===== src/rtl/image_downsample_2x.sv =====
// 2x image downsampler: streams source pixels from a BRAM in 2x2-block order and writes
// either the top-left pixel (mode 0) or the rounded 2x2 average (mode 1) per output pixel.
//
// state | meaning
// IDLE  | waiting for start_in
// READ  | one source read request per cycle
// DRAIN | waiting for in-flight reads to return and be written
// DONE  | one-cycle completion pulse
module image_downsample_2x #(
  parameter int BIT_DEPTH    = 8,
  parameter int OLD_WIDTH    = 64,
  parameter int OLD_HEIGHT   = 64,
  parameter int READ_LATENCY = 2
) (
  input  logic                                         clk_in,
  input  logic                                         rst_in,
  input  logic                                         start_in,
  input  logic                                         mode_in,
  output logic [$clog2(OLD_WIDTH*OLD_HEIGHT)-1:0]      ext_read_addr,
  output logic                                         ext_read_addr_valid,
  input  logic [BIT_DEPTH-1:0]                         ext_pixel_in,
  output logic [((OLD_WIDTH*OLD_HEIGHT/4 > 1) ? $clog2(OLD_WIDTH*OLD_HEIGHT/4) : 1)-1:0] ext_write_addr,
  output logic                                         ext_write_valid,
  output logic [BIT_DEPTH-1:0]                         ext_pixel_out,
  output logic                                         busy_out,
  output logic                                         resize_done
);

  localparam int RA_W    = $clog2(OLD_WIDTH*OLD_HEIGHT);
  localparam int NUM_OUT = OLD_WIDTH*OLD_HEIGHT/4;
  localparam int WA_W    = (NUM_OUT > 1) ? $clog2(NUM_OUT) : 1;
  localparam int NEW_W   = OLD_WIDTH/2;
  localparam int NEW_H   = OLD_HEIGHT/2;
  localparam int NX_W    = (NEW_W > 1) ? $clog2(NEW_W) : 1;
  localparam int NY_W    = (NEW_H > 1) ? $clog2(NEW_H) : 1;
  localparam int ACC_W   = BIT_DEPTH + 2;
  localparam int TOP     = READ_LATENCY - 1;

  localparam logic [NX_W-1:0] NX_LAST    = NX_W'(NEW_W - 1);
  localparam logic [NY_W-1:0] NY_LAST    = NY_W'(NEW_H - 1);
  localparam logic [RA_W-1:0] ROW_STRIDE = RA_W'(OLD_WIDTH);
  localparam logic [WA_W-1:0] OUT_STRIDE = WA_W'(NEW_W);

  typedef enum logic [1:0] {IDLE, READ, DRAIN, DONE} state_t;

  state_t state, state_next;

  logic            mode_q;
  logic [NX_W-1:0] nx;
  logic [NY_W-1:0] ny;
  logic [1:0]      sub;
  logic [RA_W-1:0] addr_hold;
  logic [ACC_W-1:0] acc;

  logic [READ_LATENCY-1:0] pipe_valid, pipe_first, pipe_last;
  logic [WA_W-1:0]         pipe_tag [READ_LATENCY];

  logic                 wr_valid_q;
  logic [WA_W-1:0]      wr_addr_q;
  logic [BIT_DEPTH-1:0] pixel_q;

  logic            accept, issue, last_req, ret_valid;
  logic [RA_W-1:0] cur_raddr;
  logic [WA_W-1:0] cur_waddr;
  logic [ACC_W-1:0] acc_sum, acc_round;

  // Source coordinate: sub[0] selects the column, sub[1] the row inside the 2x2 block.
  assign cur_raddr = RA_W'({nx, sub[0]}) + RA_W'({ny, sub[1]}) * ROW_STRIDE;
  assign cur_waddr = WA_W'(nx) + WA_W'(ny) * OUT_STRIDE;
  assign last_req  = (nx == NX_LAST) && (ny == NY_LAST) && (!mode_q || sub == 2'd3);

  assign ret_valid = pipe_valid[TOP];
  assign acc_sum   = (pipe_first[TOP] ? '0 : acc) + ACC_W'(ext_pixel_in);
  assign acc_round = acc_sum + ACC_W'(2);

  always_ff @(posedge clk_in) begin
    if (!rst_in) state <= IDLE;
    else         state <= state_next;
  end

  always_comb begin
    state_next          = state;
    accept              = 1'b0;
    issue               = 1'b0;
    busy_out            = 1'b1;
    resize_done         = 1'b0;
    case (state)
      IDLE: begin
        busy_out = 1'b0;
        if (start_in) begin
          accept     = 1'b1;
          state_next = READ;
        end
      end
      READ: begin
        issue = 1'b1;
        if (last_req) state_next = DRAIN;
      end
      DRAIN: begin
        if (pipe_valid == '0) state_next = DONE;
      end
      DONE: begin
        resize_done = 1'b1;
        state_next  = IDLE;
      end
      default: state_next = IDLE;
    endcase
    ext_read_addr_valid = issue;
    ext_read_addr       = issue ? cur_raddr : addr_hold;
  end

  always_ff @(posedge clk_in) begin
    if (!rst_in) begin
      mode_q     <= 1'b0;
      nx         <= '0;
      ny         <= '0;
      sub        <= '0;
      addr_hold  <= '0;
      acc        <= '0;
      pipe_valid <= '0;
      pipe_first <= '0;
      pipe_last  <= '0;
      for (int i = 0; i < READ_LATENCY; i++) pipe_tag[i] <= '0;
      wr_valid_q <= 1'b0;
      wr_addr_q  <= '0;
      pixel_q    <= '0;
    end else begin
      if (accept) begin
        mode_q <= mode_in;
        nx     <= '0;
        ny     <= '0;
        sub    <= '0;
      end else if (issue && !last_req) begin
        if (mode_q && sub != 2'd3) begin
          sub <= sub + 2'd1;
        end else begin
          sub <= '0;
          if (nx == NX_LAST) begin
            nx <= '0;
            ny <= ny + NY_W'(1);
          end else begin
            nx <= nx + NX_W'(1);
          end
        end
      end

      if (issue) addr_hold <= cur_raddr;

      pipe_valid[0] <= issue;
      pipe_first[0] <= !mode_q || (sub == 2'd0);
      pipe_last[0]  <= !mode_q || (sub == 2'd3);
      pipe_tag[0]   <= cur_waddr;
      for (int i = 1; i < READ_LATENCY; i++) begin
        pipe_valid[i] <= pipe_valid[i-1];
        pipe_first[i] <= pipe_first[i-1];
        pipe_last[i]  <= pipe_last[i-1];
        pipe_tag[i]   <= pipe_tag[i-1];
      end

      if (ret_valid) acc <= acc_sum;

      wr_valid_q <= ret_valid && pipe_last[TOP];
      if (ret_valid && pipe_last[TOP]) begin
        wr_addr_q <= pipe_tag[TOP];
        pixel_q   <= mode_q ? acc_round[ACC_W-1:2] : ext_pixel_in;
      end
    end
  end

  assign ext_write_valid = wr_valid_q;
  assign ext_write_addr  = wr_addr_q;
  assign ext_pixel_out   = pixel_q;

endmodule


===== config.mk =====
export PLATFORM = sky130hd
export DESIGN_NAME = image_downsample_2x
export DESIGN_NICKNAME = d
export VERILOG_FILES = /design/src/rtl/image_downsample_2x.sv
export SDC_FILE = /design/constraint.sdc
export NUM_CORES = 1
export LEC_CHECK = 0
export CORE_ASPECT_RATIO = 1.2
export CORE_MARGIN = 5
export CORE_UTILIZATION = 45
export DETAILED_ROUTE_END_ITERATION = 10
export PLACE_DENSITY = 0.7
export SYNTH_ARGS = -nofsm -noshare
export SYNTH_HDL_FRONTEND = slang
export SYNTH_SLANG_ARGS = --single-unit

===== constraint.sdc =====
create_clock -name clk_in -period 2.97 [get_ports clk_in]
set_clock_uncertainty 0.2 [all_clocks]
set_input_delay 0.4455 -clock clk_in [delete_from_list [all_inputs] [get_ports clk_in]]
set_output_delay 0.4455 -clock clk_in [all_outputs]
set_load 0.02 [all_outputs]

Word-level counts from Yosys, hierarchy flattened

Memories as Yosys holds them, arrays and structs flattened. A register that Yosys moved wholly into a read port is not among the register bits.
Cells that the tools add are included.
Widths: inputs -> output; s select.

Register bits after elaboration: 52
Latch bits: 0
RAM bits: 20
Memory bits (read-only): 0
Input bits: 12
Output and inout bits: 34
Logic and storage cells: 69
Memories kept: 1

Memories:

| name     | words | bits a word | rd ports | clocked after Yosys merged registers in | wr ports | RTL line | source |
|---|---|---|---|---|---|---|---|
| pipe_tag | 2     | 10          | 2        | 1                                       | 2        | 56       | `logic [WA_W-1:0] pipe_tag [READ_LATENCY];` |

Add/sub/neg operators: 7
Multiply operators: 0
Divide/modulo/power cells: 0
Magnitude comparators: 0
Eq/ne operators: 10
Shift operators: 0
Multiplexer cells: 18
Bitwise operators: 4
Reduce and logical (&&, ||, !) cells: 17

Operator list:

| kind                  | number |
|---|---|
| $mux 10               | 3 |
| $add 6x12->12         | 1 |
| $mux 12               | 1 |
| $add 10x2->10 const B | 1 |
| $add 10x8->10         | 1 |
| $add 5x1->5 const B   | 2 |
| $add 5x10->10         | 1 |
| $eq 5x5->1 const B    | 2 |
| $mux 2                | 4 |
| $mux 8                | 1 |
| $ne 2x2->1 const B    | 4 |
| $pmux 2 s4            | 1 |
| $mux 1                | 7 |
| $eq 2x2->1 const B    | 3 |
| $logic_not 2->1       | 3 |
| $reduce_and 3->1      | 2 |
| $logic_and 1x1->1     | 5 |
| $mux 5                | 1 |
| $logic_not 1->1       | 3 |
| $add 2x1->2 const B   | 1 |
| $eq 2x1->1 const B    | 1 |
| $logic_or 1x1->1      | 2 |
| $not 1->1             | 2 |
| $or 1x1->1            | 2 |
| 2 further kinds       | 2 |

Logic depth before layout (Yosys ltp)

Gate-level depths: netlist (run 1).

Word-level depth: 6
Gate-level depth with buffers: 10
Mapped depth without buffers: 10

Worst setup path before layout (run 1)

Ideal clock, no wire load.

Kind: register to register
Start point: register pipe_first[1]
End point: register pixel_q[7], in the netlist ext_pixel_out[7]
Setup time: 0.091 ns
Arrival: 2.502 ns
Data required time: 2.679 ns
Setup slack: 0.177 ns
Stages on the path, launching flop included: 11
Buffers on the path: 0
Period minus slack after synthesis: 2.793 ns
Path through: dfxtp_1 -> nor2b_1 -> ha_1 -> fa_1 -> a21oi_1 -> o221ai_1 -> xnor2_1 -> nand4_2 -> nor4b_2 -> xnor2_1 -> a311oi_1

Word-level cells in the longest chain between the ends: 4

Ends and longest elaborated chain:

| element                           | RTL line | source |
|---|---|---|
| from (decl)                       | 55       | `logic [READ_LATENCY-1:0] pipe_valid, pipe_first, pipe_last;` |
| from (signal, indexed assignment) | 155      | `pipe_first[i] <= pipe_first[i-1];` |
| $mux 10                           | 73       | `assign acc_sum = (pipe_first[TOP] ? '0 : acc) + ACC_W'(ext_pixel_in);` |
| $add 10x8->10                     | 73       |  |
| $add 10x2->10                     | 74       | `assign acc_round = acc_sum + ACC_W'(2);` |
| $mux 8                            | 165      | `pixel_q <= mode_q ? acc_round[ACC_W-1:2] : ext_pixel_in;` |
| to (signal assigned)              | 165      |  |
| to (decl)                         | 60       | `logic [BIT_DEPTH-1:0] pixel_q;` |

No other way between the ends.
A chain may end at the register's enable or synchronous reset.

Worst setup path in the final report (run 1)

Start point: register acc[0]
End point: register pixel_q[5], in the netlist ext_pixel_out[5]

Word-level cells in the longest chain between the ends: 4

Ends and longest elaborated chain:

| element                | RTL line | source |
|---|---|---|
| from (decl)            | 53       | `logic [ACC_W-1:0] acc;` |
| from (signal assigned) | 160      | `if (ret_valid) acc <= acc_sum;` |
| $mux 10                | 73       |  |
| $add 10x8->10          | 73       |  |
| $add 10x2->10          | 74       |  |
| $mux 8                 | 165      |  |

No other way between the ends.

==> results of run 1 <==
-- worst register-to-register path, stage by stage, from the launching register on --
cell and delay [ns]:
dfxtp_2 0.32, nor2b_1 0.12, ha_2 0.20, fa_2 0.44
a21oi_4 0.20, buf_4 0.14, o221ai_2 0.12, xnor2_2 0.20
nand4_2 0.14, buf_4 0.18, nor3_1 0.13, and3b_1 0.21
o221a_1 0.22
-- logic make-up (layout without fill, tap and decap cells) --
group | Yosys count | after routing | share of synthesized area [%]
AND/OR/NAND/NOR | 157 | 157 | 22.9
AO/OA/AOI/OAI | 61 | 61 | 10.7
XOR/XNOR | 12 | 12 | 2.90
multiplexers | 25 | 25 | 7.32
adder cells (fa/ha/maj) | 21 | 21 | 7.46
buffers and inverters | 33 | 106 | 3.42
flip-flops | 82 | 82 | 45.3
-- where the power goes --
part           leakage, nW  internal, mW  total, mW  switching [mW]
clock                0.126         0.567      0.987           0.420
sequential           0.664          1.15       1.19          0.0366
combinational         1.08         0.280      0.641           0.361
total                 1.86          2.00       2.81           0.817
-- synthesized netlist by cell type, drive strengths merged (2+ instances only) --
cell type | instances | area share [%]
dfxtp | 82 | 45
and2 | 39 | 6.7
nor2 | 38 | 3.9
nand2 | 37 | 3.8
a21oi | 32 | 4.5
ha | 20 | 6.9
clkbuf | 16 | 1.7
inv | 16 | 1.7
mux2i | 13 | 3.6
mux2 | 12 | 3.7
nor2b | 11 | 1.9
nor3 | 9 | 1.4
o21ai | 8 | 1.1
xnor2 | 7 | 1.7
nand3 | 6 | 0.83
and3 | 5 | 1.0
xor2 | 5 | 1.2
a211oi | 4 | 0.83
nand4 | 3 | 0.69
nand4b | 3 | 0.73
o21a | 3 | 0.62
a311oi | 2 | 0.66
o22ai | 2 | 0.35
-- stage by stage --
step	power, mW	std cells	util, %	setup TNS (ns)	hold WS [ns]
after CTS	2.82	553	58.9	0	0.234
after floorplan	1.62	391	-	0	0.212
after global routing	2.96	556	60.1	-0.225	0.252
after detailed placement	1.83	537	55.7	-0.987	0.217
final	2.81	556	60.1	0	0.229
after global placement	1.82	537	55.7	-0.680	0.215
-- routing by layer --
layer  vias up  global-route usage (%)  wire length, µm
li1       1458                       -                -
met1      1326                    18.5             3210
met2        71                    28.3             3880
met3        11                    3.41              414
met4         0                    8.39              146
met5         -                       0                0
-- cell type report --
cell class / instances / area share, %
Timing Repair Buffer: 74 / 14.4
Multi-Input combinational cell: 276 / 41.2
Inverter: 16 / 1.29
Tap cell: 92 / 2.47
Clock buffer: 9 / 2.66
Clock inverter: 7 / 2.66
Sequential cell: 82 / 35.3
-- placed cells by master (no fill, tap or decap), types with 2 or more instances in the layout --
cell / instances
o21a_1: 3
a21oi_1: 29
nand4b_1: 3
dfxtp_1: 80
inv_1: 16
bufinv_16: 3
xor2_1: 5
nand3_1: 5
and2_1: 38
mux2i_1: 13
nor3_1: 8
and3_1: 4
nand4_1: 2
buf_4: 29
nor2b_1: 11
clkbuf_8: 9
a21oi_2: 2
xnor2_1: 6
ha_1: 19
o21ai_0: 8
a211oi_1: 4
nor2_1: 38
clkdlybuf4s50_1: 44
mux2_2: 12
nand2_1: 37
-- worst max path at each step --
| stage | cells after the start | end | start | slack (ns) |
|---|---|---|---|---|
| 2_1_floorplan | 10 | ext_pixel_out[7] | pipe_first[1] | 0.18 |
| 3_3_place_gp | 10 | ext_pixel_out[7] | ext_pixel_in[0] | -0.27 |
| 3_5_place_dp | 10 | ext_pixel_out[7] | ext_pixel_in[0] | -0.37 |
| 4_1_cts | 10 | ext_pixel_out[7] | pipe_first[1] | 0.02 |
| 5_1_grt | 12 | ext_pixel_out[5] | acc[0] | -0.08 |
| 6_report | 12 | ext_pixel_out[5] | acc[0] | 0.03 |
-- flip-flops by register name (all words and copies together), names as in the netlist --
name             cells
pipe_last            2
ext_write_valid      1
pipe_tag            20
sub                  2
acc                 10
ext_pixel_out        8
pipe_first           2
addr_hold           12
nx                   5
ext_write_addr      10
state                2
mode_q               1
pipe_valid           2
ny                   5
-- what timing repair did --
action                                  in CTS  in global routing
endpoints found under the setup margin       0                  2
hold buffers                                 0                  0
resized for setup                            0                 15
setup buffers                                0                  3
==> run summary, run 1 <==
Status -> finished clean
Layout area overhead -> 28.6%
Final setup violation count -> 0
Detailed Route WL -> 7660 µm
CP Buf/Inv Count -> 2
Post-layout minimum cycle time -> 2.94 ns
Antenna Cells -> 0
Synth Flop Type -> dfxtp_1
Ys Warns -> 0
Min-Delay Path Class -> reg2reg
CTS root buf -> clkbuf_8
EDFF count, synth -> 0
Fin crit share -> 98.9%
Clock transition at path regs -> 0.09 ns
Port bufs -> 45
Crit-path leading delay family -> adder cells
VDD IR max -> 0.356 mV
Num rows -> 35
Register bit count reported by yosys -> 82
Vias per cell -> 5.15
DIE HEIGHT -> 108 µm
FF-to-FF End -> ext_pixel_out[5]
FILL cells -> 672
Worst reg2reg path depth -> 12
Global-route wire length before repair -> 12800 µm
Syn Inst Count -> 391
Synth cell types -> 47
DRT Pass-1 Iters -> 4
Initial Util -> 46.7%
WP data arrival -> 2.99 ns
Worst reg-to-reg setup slack -> 0.03 ns
Async SR Flop Fraction -> 0%
Max Clk Rate -> 340 MHz
Wire length per cell -> 13.8 µm
PwrDens -> 604 mW/mm²
Gr usage total -> 16.1%
Setup CP Type -> reg2reg
WHS Endpoint -> pipe_tag[1][9]
Hpwl dp -> 5350 µm
Die area -> 0.00995 mm²
CTS tree -> done
H-tree depth -> 3
CP most frequent cell -> buf_4
Residual DRC count -> 0
CP max stage delay -> 0.44 ns
DIE WIDTH -> 91.9 µm
Slew @ Worst Pin -> 0.483 ns
Final Instance Area -> 0.00466 mm²
ANT nets after route -> 0
RePlAce Congestion -> 0.885
Slew Limit Headroom -> 67.8%
Initial antenna violation count -> 0
Crit path launch type -> register
Vias in the first global route -> 2806
Clk_lat worst skew -> 0.36 ns
Pre-CTS WS -> -0.373 ns
Leakage power -> 1.86 nW
Fin. Hold Viols -> 0
Worst path cell trace -> nor2b_1 -> ha_2 -> fa_2 -> a21oi_4 -> buf_4 -> o221ai_2 -> xnor2_2 -> nand4_2 -> buf_4 -> nor3_1 -> and3b_1 -> o221a_1
Total CTS buffers -> 9
RSZ-0062 raised after global routing -> true
Pin count of the biggest net entering global routing -> 36
Core Region -> 0.00775 mm²
Synthesized area -> 0.00362 mm²
Hold Path Depth -> 1
Vias post-DR -> 2866
Reg-to-reg startpoint -> acc[0]
Max-Cap Viols -> 0
Worst Path Required -> 3.02 ns
Net count after synthesis -> 424
Clk buf depth -> 2
Hold_sp -> pipe_tag[0][9]
Dpl cell area -> 0.00432 mm²
Initial DRC count -> 89
Multi-input logic area -> 0.00192 mm²
Io pins -> 46
Ratio of cells with drive above 1 in the final layout -> 16.6%
CP Max Fanout -> 3
Syn avg cell area -> 9.26 µm²
Fin nets -> 492
Worst path slowest cell -> fa_2
Overflow after GRT -> 0
Crit path capture type -> register
Final worst slack -> 0.0323 ns
Sink Count -> 82
Storage cell area -> 0.00165 mm²
Post-synthesis sequential area ratio -> 45.3%
Slew Viols, Final -> 0
Note: power is estimated with default switching activity, not from simulation.
==> run 2: changes to the inputs <==
Settings changed: SLEW_MARGIN set to 20.
==> results of run 2 <==
No change in the layout: final DEF, timing and power equal those of run 1.
==> run 3: changes to the inputs <==
Settings changed: CORE_UTILIZATION 45 to 30, PLACE_DENSITY 0.7 to unset, RECOVER_POWER set to 100.
==> run 3 against run 2 <==
Net effect: clock-buffer cell count did not move; core utilization fell by 20 points; critical path type is now in2reg; power rose by 0.84%; worst setup slack improved by 0.086 ns.
==> run summary, run 3 (synthesized netlist as in run 1, its figures left out) <==
Initial antenna violation count -> 0 (unchanged)
Hpwl dp -> 5780 µm (+8.0%)
Worst Path Required -> 2.99 ns (-0.03 ns)
Clock transition at path regs -> 0.06 ns (-0.03 ns)
Vias per cell -> 4.55 (-12%)
Fin crit share -> 96.0% (-2.9 points)
Leakage power -> 1.92 nW (+3.2%)
Worst reg2reg path depth -> 10 (-2)
Most common cell after layout, fill and taps aside -> dfxtp_1
Reg-to-reg startpoint -> acc[0]
Worst Setup EP -> ext_pixel_out[5]
Worst path slowest cell -> a2111oi_2
Ratio of cells with drive above 1 in the final layout -> 15.7% (-0.86 points)
Port bufs -> 45 (unchanged)
Detailed Route WL -> 7790 µm (+1.7%)
PwrDens -> 596 mW/mm² (-1.3%)
RePlAce Congestion -> 0.888 (+0.32%)
Wire length per cell -> 12.5 µm (-9.5%)
WP data arrival -> 2.87 ns (-0.12 ns)
Vias post-DR -> 2841 (-0.87%)
Post-layout minimum cycle time -> 2.85 ns (-0.0856 ns)
CTS root buf -> clkbuf_16
Die area -> 0.0144 mm² (+45%)
Crit path capture type -> register
Top flop regs -> pipe_tag: 20 flops, addr_hold: 12 flops
DIE WIDTH -> 110 µm (+20%)
Fin nets -> 492 (unchanged)
Global-route wire length before repair -> 12600 µm (-1.8%)
Slew Viols, Final -> 0 (unchanged)
Io pins -> 46 (unchanged)
Residual DRC count -> 0 (unchanged)
Largest reg by FF count -> pipe_tag
Num rows -> 44 (+26%)
Final setup violation count -> 0 (unchanged)
Sink Count -> 82 (unchanged)
Vias in the first global route -> 2745 (-2.2%)
Gr usage total -> 11.2% (-5.0 points)
Initial Util -> 30.3% (-16 points)
Status -> finished clean
ANT nets after route -> 0 (unchanged)
Pin count of the biggest net entering global routing -> 33 (-8.3%)
Most frequent cells in the layout -> 81 x dfxtp_1, 38 x nor2_1, 37 x nand2_1
Antenna Cells -> 0 (unchanged)
Core Region -> 0.0119 mm² (+54%)
Layout area overhead -> 31.4%
CP max stage delay -> 0.54 ns (+0.10 ns)
Critical path origin -> ext_pixel_in[1]
CTS tree -> done
CTS Hold Bufs -> 0 (unchanged)
H-tree depth -> 3 (unchanged)
Max-Cap Viols -> 0 (unchanged)
Slew @ Worst Pin -> 0.936 ns (+0.453 ns)
DIE HEIGHT -> 130 µm (+20%)
Clk_lat worst skew -> 0.33 ns (-0.03 ns)
Worst reg-to-reg setup slack -> 0.13 ns (+0.10 ns)
VDD IR max -> 0.292 mV (-18%)
Min-Delay Path Class -> reg2reg
Hold WS -> 0.227 ns (-0.00151 ns)
Initial DRC count -> 71 (-20%)
Max Clk Rate -> 351 MHz (+3.0%)
Slew Limit Headroom -> 37.6% (-30 points)
Total CTS buffers -> 9 (unchanged)
Max reg flops -> 20 (unchanged)
DRT Pass-1 Iters -> 4 (unchanged)
Clk buf depth -> 2 (unchanged)
Hold_sp -> pipe_tag[0][2]
Fin. Hold Viols -> 0 (unchanged)
CP Max Fanout -> 5 (+2)
Worst path cell trace -> clkdlybuf4s50_1 -> ha_1 -> a21oi_1 -> nand4b_1 -> a2111oi_2 -> a311oi_4 -> nor3_1 -> and3b_1 -> o221a_1
Setup CP Type -> in2reg
FF-to-FF End -> ext_pixel_out[7]
Overflow after GRT -> 0 (unchanged)
TNS Setup -> 0 ns (unchanged)
Crit path launch type -> primary input
-- run 3: changes by cell type in the layout (fill, tap and decap cells not counted), sizes merged --
cell / change
clkdlybuf4s50: -21
dlygate4sd3: +21
buf: -3
bufinv: -3
clkbuf: +3
clkinvlp: +2
clkinv: +1
-- run 3: worst min path at each step --
stage,to,slack (ns),cells past startpoint
floorplan,pipe_first[1],0.21,1
global placement,pipe_tag[1][3],0.22,1
global route,pipe_tag[1][0],0.25,1
CTS,pipe_tag[1][2],0.23,1
detailed placement,pipe_tag[1][2],0.22,1
finish,pipe_tag[1][2],0.23,1
-- run 3: area by class of cell --
class	instances	area, µm²
fill	1205	7190
multi-input combinational	276	1910
sequential	82	1640
timing repair buffer	74	667
clock buffer	9	225
tap	161	201
inverter	16	60.1
clock inverter	7	51.3
-- run 3: power by group --
| group | switching [mW] | internal, mW |
|---|---|---|
| clock | 0.442 | 0.570 |
| sequential | 0.0378 | 1.15 |
| combinational | 0.363 | 0.274 |
-- run 3: metrics by stage --
step / cell area [µm²] / power, mW / std cells / worst slack [ns] / utilization, %
after floorplan: 3620 / 1.62 / 391 / 0.177 / -
after global placement: 4390 / 1.82 / 604 / -0.314 / 36.8
after detailed placement: 4390 / 1.83 / 604 / -0.313 / 36.8
after CTS: 4670 / 2.86 / 620 / 0.0264 / 39.1
after global routing: 4760 / 3.00 / 625 / -0.0236 / 39.8
final: 4760 / 2.84 / 625 / 0.118 / 39.8
-- run 3: metal layers --
metal	vias up	part of all wire (%)	global-route usage [%]
met3	18	4.4	3.14
met2	70	48	18.3
met4	0	3.7	6.16
met1	1295	44	13.2
met5	-	0	0
li1	1458	-	-
-- run 3: what timing repair did --
| item | in CTS | in global routing |
|---|---|---|
| endpoints found under the setup margin | 0 | 3 |
| resized for setup | 0 | 11 |
| setup buffers | 0 | 6 |
-- run 3: critical path: cells and delay by family --
family | cells | cell delay [ns]
AO/OA/AOI/OAI | 4 | 0.95
adder cells (fa/ha/maj) | 1 | 0.33
buffers and inverters | 1 | 0.47
AND/OR/NAND/NOR | 3 | 0.67
